--- config.mk ---
export PLATFORM = sky130hd
export DESIGN_NAME = uart_vpp_scheduler
export DESIGN_NICKNAME = d
export VERILOG_FILES = /design/src/rtl/uart_vpp_scheduler.sv
export SDC_FILE = /design/constraint.sdc
export NUM_CORES = 1
export LEC_CHECK = 0
export BUFFER_PORTS_ARGS = -buffer_cell sky130_fd_sc_hd__buf_4
export CORE_MARGIN = 3
export CORE_UTILIZATION = 54
export CTS_CLUSTER_DIAMETER = 120
export CTS_CLUSTER_SIZE = 20
export DETAILED_ROUTE_END_ITERATION = 12
export PLACE_DENSITY_LB_ADDON = 0.08
export SYNTH_ARGS = -nofsm -noshare
export SYNTH_HDL_FRONTEND = slang
export SYNTH_SLANG_ARGS = --single-unit
export TNS_END_PERCENT = 20
--- constraint.sdc ---
create_clock -name clk -period 5.6 [get_ports clk]
set_input_delay 1.12 -clock clk [delete_from_list [all_inputs] [get_ports clk]]
set_output_delay 1.12 -clock clk [all_outputs]
set_load 0.005 [all_outputs]
--- src/rtl/uart_vpp_scheduler.sv ---
`default_nettype none
// +----------------------------------------------------------------------+
// | Module      : uart_vpp_scheduler                                     |
// | Description : Round-robin scheduler time-sharing one UART_MASTER_VPP |
// |               link between NCH requesters. It gates send_enable so   |
// |               one frame starts per grant attempt, tracks completion, |
// |               and retries on failure or timeout.                     |
// | Options     : UART_VPP_SCHED_PRIO_EN - channel 0 has fixed priority  |
// | Revision    : 1.0 - initial release                                  |
// +----------------------------------------------------------------------+
module uart_vpp_scheduler #(
  parameter int NCH       = 4,
  parameter int NBIT_OUT  = 10,
  parameter int NBIT_IN   = 10,
  parameter int MAX_RETRY = 2,
  parameter int TMO_TICKS = 4
) (
  input  logic                    clk,
  input  logic                    rst_n,
  input  logic                    t128ms_tick,
  input  logic [NCH-1:0]          req,
  input  logic [NCH*NBIT_OUT-1:0] tx_data,
  output logic [NCH-1:0]          ack,
  output logic [NCH*NBIT_IN-1:0]  rx_data,
  output logic [NCH-1:0]          rx_err,
  output logic                    m_send_enable,
  output logic [NBIT_OUT-1:0]     m_par_data_in,
  input  logic                    m_read_flag,
  input  logic                    m_ser_data_in,
  input  logic                    m_error_flag,
  input  logic [NBIT_IN-1:0]      m_par_data_out,
  output logic [2:0]              cur_ch,
  output logic                    busy
);

  typedef enum logic [2:0] {
    S_IDLE = 3'd0,
    S_ARM  = 3'd1,
    S_RUN  = 3'd2,
    S_RX   = 3'd3,
    S_DONE = 3'd4
  } state_t;

  localparam logic [2:0] c_max_retry = 3'(MAX_RETRY);
  localparam logic [3:0] c_tmo_ticks = 4'(TMO_TICKS);
  localparam logic [2:0] c_last_ch   = 3'(NCH - 1);
  localparam logic [3:0] c_nch       = 4'(NCH);

  state_t               r_state;
  state_t               w_state_nxt;
  logic [2:0]           r_cur_ch;
  logic [2:0]           r_rr;
  logic [2:0]           r_retry;
  logic [3:0]           r_tmo;
  logic                 r_err_base;
  logic                 r_rx_seen;
  logic                 r_tmo_fail;
  logic                 r_read_d;
  logic [NBIT_OUT-1:0]  r_tx;
  logic [NBIT_IN-1:0]   r_rx_mem [NCH];
  logic [NCH-1:0]       r_rx_err;

  logic                 w_any_req;
  logic [NCH-1:0]       w_req_rot;
  logic                 w_found;
  logic [2:0]           w_off;
  logic [3:0]           w_sum;
  logic [2:0]           w_grant;
  logic [NBIT_OUT-1:0]  w_tx_sel;
  logic [2:0]           w_rr_nxt;
  logic                 w_fall;
  logic                 w_tmo_hit;
  logic                 w_success;
  logic                 w_retry_ok;

  // Round-robin grant: first requester at or after the rr pointer, plus tx word mux
  always_comb begin
    w_any_req = |req;
    w_req_rot = NCH'({req, req} >> r_rr);
    w_found   = 1'b0;
    w_off     = 3'd0;
    for (int k = 0; k < NCH; k++) begin
      if (!w_found && w_req_rot[k]) begin
        w_found = 1'b1;
        w_off   = 3'(k);
      end
    end
    w_sum = {1'b0, r_rr} + {1'b0, w_off};
    if (w_sum >= c_nch) w_grant = 3'(w_sum - c_nch);
    else                w_grant = w_sum[2:0];
`ifdef UART_VPP_SCHED_PRIO_EN
    if (req[0]) w_grant = 3'd0;
`endif
    w_tx_sel = '0;
    for (int i = 0; i < NCH; i++) begin
      if (w_grant == 3'(i)) w_tx_sel = tx_data[i*NBIT_OUT +: NBIT_OUT];
    end
  end

  // Exchange status terms; a read_flag fall takes precedence over a same-cycle tick
  always_comb begin
    w_fall     = r_read_d & ~m_read_flag;
    w_tmo_hit  = (r_state == S_RUN) && !w_fall && t128ms_tick &&
                 ((r_tmo + 4'd1) >= c_tmo_ticks);
    w_success  = r_rx_seen && !(m_error_flag && !r_err_base) && !r_tmo_fail;
    w_retry_ok = (r_retry < c_max_retry);
    w_rr_nxt   = (r_cur_ch == c_last_ch) ? 3'd0 : (r_cur_ch + 3'd1);
  end

  // State register
  always_ff @(posedge clk or negedge rst_n) begin
    if (!rst_n) r_state <= S_IDLE;
    else        r_state <= w_state_nxt;
  end

  // Next-state logic
  always_comb begin
    w_state_nxt = r_state;
    case (r_state)
      S_IDLE: if (w_any_req) w_state_nxt = S_ARM;
      S_ARM:  if (t128ms_tick) w_state_nxt = S_RUN;
      S_RUN:  if (w_fall || w_tmo_hit) w_state_nxt = S_RX;
      S_RX: begin
        if (w_success)       w_state_nxt = S_DONE;
        else if (w_retry_ok) w_state_nxt = S_ARM;
        else                 w_state_nxt = S_DONE;
      end
      S_DONE:  w_state_nxt = S_IDLE;
      default: w_state_nxt = S_IDLE;
    endcase
  end

  // Previous read_flag for fall detection
  always_ff @(posedge clk or negedge rst_n) begin
    if (!rst_n) r_read_d <= 1'b0;
    else        r_read_d <= m_read_flag;
  end

  // Transaction datapath: grant latch, per-attempt tracking, result write-back
  always_ff @(posedge clk or negedge rst_n) begin
    if (!rst_n) begin
      r_cur_ch   <= 3'd0;
      r_rr       <= 3'd0;
      r_retry    <= 3'd0;
      r_tmo      <= 4'd0;
      r_err_base <= 1'b0;
      r_rx_seen  <= 1'b0;
      r_tmo_fail <= 1'b0;
      r_tx       <= '0;
      r_rx_err   <= '0;
      for (int i = 0; i < NCH; i++) r_rx_mem[i] <= '0;
    end else begin
      case (r_state)
        S_IDLE: begin
          if (w_any_req) begin
            r_cur_ch <= w_grant;
            r_tx     <= w_tx_sel;
            r_retry  <= 3'd0;
          end
        end
        S_ARM: begin
          if (t128ms_tick) begin
            r_tmo      <= 4'd0;
            r_err_base <= m_error_flag;
            r_rx_seen  <= 1'b0;
            r_tmo_fail <= 1'b0;
          end
        end
        S_RUN: begin
          if (m_read_flag && !m_ser_data_in) r_rx_seen <= 1'b1;
          if (!w_fall && t128ms_tick)        r_tmo     <= r_tmo + 4'd1;
          if (w_tmo_hit)                     r_tmo_fail <= 1'b1;
        end
        S_RX: begin
          for (int i = 0; i < NCH; i++) begin
            if (r_cur_ch == 3'(i)) begin
              if (w_success) begin
                r_rx_mem[i] <= m_par_data_out;
                r_rx_err[i] <= 1'b0;
              end else if (!w_retry_ok) begin
                r_rx_err[i] <= 1'b1;
              end
            end
          end
          if (!w_success && w_retry_ok) r_retry <= r_retry + 3'd1;
        end
        S_DONE: begin
`ifdef UART_VPP_SCHED_PRIO_EN
          if (r_cur_ch != 3'd0) r_rr <= w_rr_nxt;
`else
          r_rr <= w_rr_nxt;
`endif
        end
        default: ;
      endcase
    end
  end

  // One-cycle completion pulse to the owning channel
  always_comb begin
    ack = '0;
    if (r_state == S_DONE) begin
      for (int i = 0; i < NCH; i++) begin
        if (r_cur_ch == 3'(i)) ack[i] = 1'b1;
      end
    end
  end

  for (genvar gi = 0; gi < NCH; gi++) begin : g_pack
    assign rx_data[gi*NBIT_IN +: NBIT_IN] = r_rx_mem[gi];
  end

  assign rx_err        = r_rx_err;
  assign m_send_enable = (r_state == S_ARM);
  assign m_par_data_in = r_tx;
  assign cur_ch        = r_cur_ch;
  assign busy          = (r_state != S_IDLE);

endmodule
`default_nettype wire

# After elaboration in Yosys (flattened, before gate mapping)
# Index checks and enable logic that the tools add are counted.
[word_totals]
register_bits = 74
in_bits = 60
output_inout_bits = 63
wordCells = 127
[classes]
addsub = 5
order_cmp = 3
n_eq_ne = 18
shift = 1
muxes = 36
n_bitwise = 2
reduce_logical = 44
[ops]
columns = ["operator", "count"]
rows = [
  ["two-way mux 10 bit", 4],
  ["AND reduction 3 bit", 13],
  ["two-way mux 3 bit", 10],
  ["equality test 3 x 2 -> 1 bit (second input constant)", 6],
  ["two-way mux 1 bit", 13],
  ["logical AND 1 bit", 12],
  ["two-way mux 4 bit", 3],
  ["one-hot mux 3 bit (4 select lines)", 1],
  ["inequality test 2 bit (second input constant)", 5],
  ["equality test 3 x 1 -> 1 bit (second input constant)", 3],
  ["logical NOT 1 bit", 9],
  ["logical NOT 3 bit", 3],
  [">= comparator 4 x 3 -> 1 bit (second input constant)", 2],
  ["one-hot mux 4 bit (2 select lines)", 1],
  ["right shift 8 x 3 -> 4 bit", 1],
  ["adder 3 x 1 -> 3 bit (second input constant)", 2],
  ["inequality test 2 x 1 -> 1 bit (second input constant)", 3],
  ["one-hot mux 3 bit (2 select lines)", 1],
  ["adder 3 x 3 -> 4 bit", 1],
  ["adder 4 x 1 -> 4 bit (second input constant)", 1],
  ["one-hot mux 1 bit (2 select lines)", 2],
  ["AND reduction 2 bit", 2],
  ["nonzero test 2 bit", 2],
  ["OR reduction 4 bit", 1],
  ["8 further kinds", 8],
]

# Depth between registers and ports, before layout
[depth]
ltp_word = 19
depth_mapped = 11
ltp_nobuf = 9

# Worst setup path after synthesis
# OpenSTA, ideal clock, no wires.
[synth_timing]
path_kind = "in2reg"
startpoint = "input port req[2]"
endpoint = "register r_tx[0], in the netlist m_par_data_in[0]"
setup_ps = 118
t_arrival_ps = 3245
required_time_ps = 5482
setup_slack_ps = 2237
cell_stages = 11
path_buffers = 2
path_cell_list = "buf_2 -> nand2b_1 -> a21oi_1 -> o32ai_1 -> a31oi_1 -> ha_1 -> fa_1 -> clkbuf_1 -> mux4_2 -> nand3_1 -> nand2_1"
[synth_via]
elab_chain_cells = 19
word_cells_on_any_way = 27
classes_between = "2 x add/sub; 1 x order compare; 3 x eq/ne; 1 x shift; 11 x mux; 9 x reduce/logical"
[synth_lines]
columns = ["element", "line_no", "source"]
rows = [
  ["start: declaration", "21", "input logic [NCH-1:0] req,"],
  ["right shift 8 x 3 -> 4 bit *", "79", "w_req_rot = NCH'({req, req} >> r_rr);"],
  ["two-way mux 1 bit", "83", "if (!w_found && w_req_rot[k]) begin"],
  ["logical NOT 1 bit", "83", ""],
  ["logical AND 1 bit", "83", ""],
  ["two-way mux 1 bit", "83", ""],
  ["logical NOT 1 bit", "83", ""],
  ["logical AND 1 bit", "83", ""],
  ["two-way mux 1 bit", "83", ""],
  ["[... 2 more ...]", "n/a", ""],
  ["two-way mux 3 bit *", "83", ""],
  ["adder 3 x 3 -> 4 bit *", "88", "w_sum = {1'b0, r_rr} + {1'b0, w_off};"],
  [">= comparator 4 x 3 -> 1 bit or subtractor 3 bit (tied branches)", "89", "if (w_sum >= c_nch) w_grant = 3'(w_sum - c_nch);"],
  ["two-way mux 3 bit *", "89", ""],
  ["named net w_grant[1]", "68", "logic [2:0] w_grant;"],
  ["logical NOT 3 bit", "96", "if (w_grant == 3'(i)) w_tx_sel = tx_data[i*NBIT_OUT +: NBIT_OUT];"],
  ["two-way mux 10 bit (3 in series)", "96", ""],
  ["two-way mux 10 bit *", "96", ""],
  ["end signal: assignment", "157", "r_tx <= w_tx_sel;"],
  ["end: declaration", "59", "logic [NBIT_OUT-1:0] r_tx;"],
]
# Mark *: on every way through the listed nets, which the timed path passes. The rest lies on a longest branch.
# A chain may end at the register's enable or synchronous reset.

# Worst setup path after layout
[layout_timing]
startpoint = "input port req[1]"
endpoint = "register r_tx[8], in the netlist m_par_data_in[8]"
# Same word-level chain as after synthesis.

==> out/metrics.yaml <==
status: "finished, final reports clean"
fp.coreArea_sq_um: 6460
worst_setup_path_start_kind: "input pin"
fin_skew_ns: 0.0153
final_util_pct: 74.0
min_path_type: "flip-flop to flip-flop"
max_clock_freq_mhz: 319
ys_types: 48
drt-total-wl_microns: 8900
die_x_microns: 88.2
synth_warnings: 0
io_buffers: 122
synth_area_per_cell_sq_um: 12.2
drc: 0
grt-ovfl-total: 0
cts_hold_buf: 0
io_pins: 123
initialDrtViolationCount: 116
track_usage_pct: 23.1
grt_pass1_vias: 2786
hpwlAfterDp_microns: 6420
tightest_slew_ns: 0.935
cts.path.max_buffers: 2
cts_resized: 0
setup_tns_ns: 0
cap_violations: 0
diodes: 0
setup_viol: 0
worst_ep_required_time_ns: 5.83
yosys_register_bits: 74
clk_latency_ns: 0.34
die-area_sq_um: 7780
pwr_density_cell_nw_per_um2: 507
rsz0062_at_grt: "false"
drive_gt1_share_pct: 46.9
detail_route.wl_per_cell_microns: 17.8
grt_pass1_wl_microns: 13700
synthCells: 299
holdCritStartpoint: "m_par_data_in[1]$_DFFE_PN0P_"
cts.sinks: 74
grt_max_degree: 75
cp_slowest_cell: "fa_1"
crit_family: "adder cells"
root_buffer: "clkbuf_8"
dr.pass1.iters: 5
max_stage_delay_ns: 0.81
antenna_found_initial: 0
r2r_start: "r_rr[1]$_DFFE_PN0P_"
cts_made_buffers: 9
nets: 486
power_leakage_nw: 2.38
slew_headroom_pct: 37.7
synth.net_count: 368
die_y_microns: 88.2
arrival_ns: 3.36
gp_congestion: 0.782
path_buf_inv: 1
area_delta_synth_final_pct: 31.0
vias: 2828
vdd_drop_max_uv: 317
finalHoldViolations: 0
initial_core_util_pct: 56.5
postCtsSetupRepairBufs: 0
post-route-min-period_ns: 3.14
vias_per_cell: 5.67
crit_fanout: 11
path_cells: "buf_4, nand2b_1, a21oi_1, o32ai_1, a31oi_1, ha_1, fa_1, mux4_2, nand3_1, nand2_1"
critPathKind: "input pin to flip-flop"
cp-end-kind: "flip-flop"
ctsHtreeMaxLevel: 3
synth_area_sq_um: 3650
ant_nets: 0
seq_area_frac_synth_pct: 50.8
clkTransAtPathRegs_ns: 0.09
slew_viol_final: 0
cts_tree: "built"
period_share_pct: 56.0
rows: 29
startpoint: "req[1]"
final_cell_mix: "buf_4 (122), dfrtp_1 (74), nand2_1 (35)"
layout_commonest_cell: "buf_4"
## cell type report
class	count	area (sq um)
sequential	74	1850
timing repair buffer	122	916
tap	77	96.3
inverter	7	26.3
multi-input combinational	203	1660
clock inverter	6	95.1
fill	450	1680
clock buffer	10	138
## registers in the layout, indices dropped and copies added (netlist names)
signal / flops
r_tmo_fail: 1
r_state: 3
m_par_data_in: 10
r_rx_seen: 1
r_rr: 3
rx_data: 40
r_read_d: 1
cur_ch: 3
rx_err: 4
r_tmo: 4
r_retry: 3
r_err_base: 1
## synthesized netlist by cell type, drive strengths merged
cell	instances	area (sq um)
inv	7	26.3
and2	1	6.26
mux2i	3	30.0
a21o	3	22.5
nor4	1	6.26
o21a	1	7.51
nor4bb	1	10.0
a41oi	3	26.3
or4	1	7.51
nor2	20	87.6
a311oi	1	8.76
a211oi	1	7.51
mux4	10	225
nand3	21	118
mux2	42	503
nor2b	6	37.5
a221oi	1	8.76
a31oi	4	25.0
o32ai	1	8.76
nand2b	6	37.5
nand3b	3	22.5
nor3b	1	7.51
o31ai	2	15.0
clkbuf	2	7.51
a2bb2oi	1	8.76
fa	1	20.0
and3b	1	10.0
nor3	2	15.0
o211a	1	10.0
dfrtp	74	1850
o21ai	11	55.1
buf	13	106
o311ai	1	8.76
o2bb2ai	1	8.76
ha	8	100
a211o	1	8.76
nand2	35	131
a21oi	4	20.0
nand4	1	12.5
xor2	2	17.5
## layer usage
metal	global-route usage (%)	up-vias	part of all wire, %
li1	-	1312	-
met1	29.4	1381	40
met2	37.9	126	49
met3	6.30	9	9.3
met4	8.52	0	1.6
met5	0	-	0
## kinds of logic after synthesis
logic type | after synthesis | synth area share [%]
xor gates and xnor gates | 2 | 0.480
DFF | 74 | 50.8
AOI/OAI and AO/OA | 37 | 6.86
and+or+nand+nor | 100 | 14.0
buffers and inverters | 22 | 3.84
adders and majority gates | 9 | 3.29
muxes | 55 | 20.8
## stage by stage
step           std cells  power (mW)  hold slack, ns  area (sq um)  worst slack, ns
2_1_floorplan        299        1.53           0.457          3650             2.24
3_3_place_gp         483        1.93           0.460          4550             2.21
3_5_place_dp         483        1.97           0.464          4550             2.10
4_1_cts              499        2.45           0.482          4780             2.47
5_1_grt              499        2.61           0.502          4780             2.34
6_report             499        2.42           0.478          4780             2.46
## path summary, 6_finish.rpt
path	slack, ns	depth (start not counted)	to
worst min-delay path	0.48	2	m_par_data_in[1]$_DFFE_PN0P_
min in group asynchronous	0.89	1	m_par_data_in[2]$_DFFE_PN0P_
max in group asynchronous	4.07	1	rx_err[1]$_DFFE_PN0P_
worst max register to register	2.81	9	m_par_data_in[8]$_DFFE_PN0P_
worst max-delay path	2.46	10	m_par_data_in[8]$_DFFE_PN0P_
worst min register to register	0.48	2	m_par_data_in[1]$_DFFE_PN0P_
## worst min-delay path: stages, from the launching register on
cell     delay (ns)
dfrtp_1        0.35
nand2_1        0.05
nand2_1        0.05
## power by group
group / total (mW) / switching, mW / internal, mW
logic: 1.05 / 0.446 / 0.607
registers: 0.894 / 0.156 / 0.738
clock network: 0.478 / 0.209 / 0.269
total: 2.42 / 0.811 / 1.61
No activity file was read; power rests on OpenSTA's default activity.
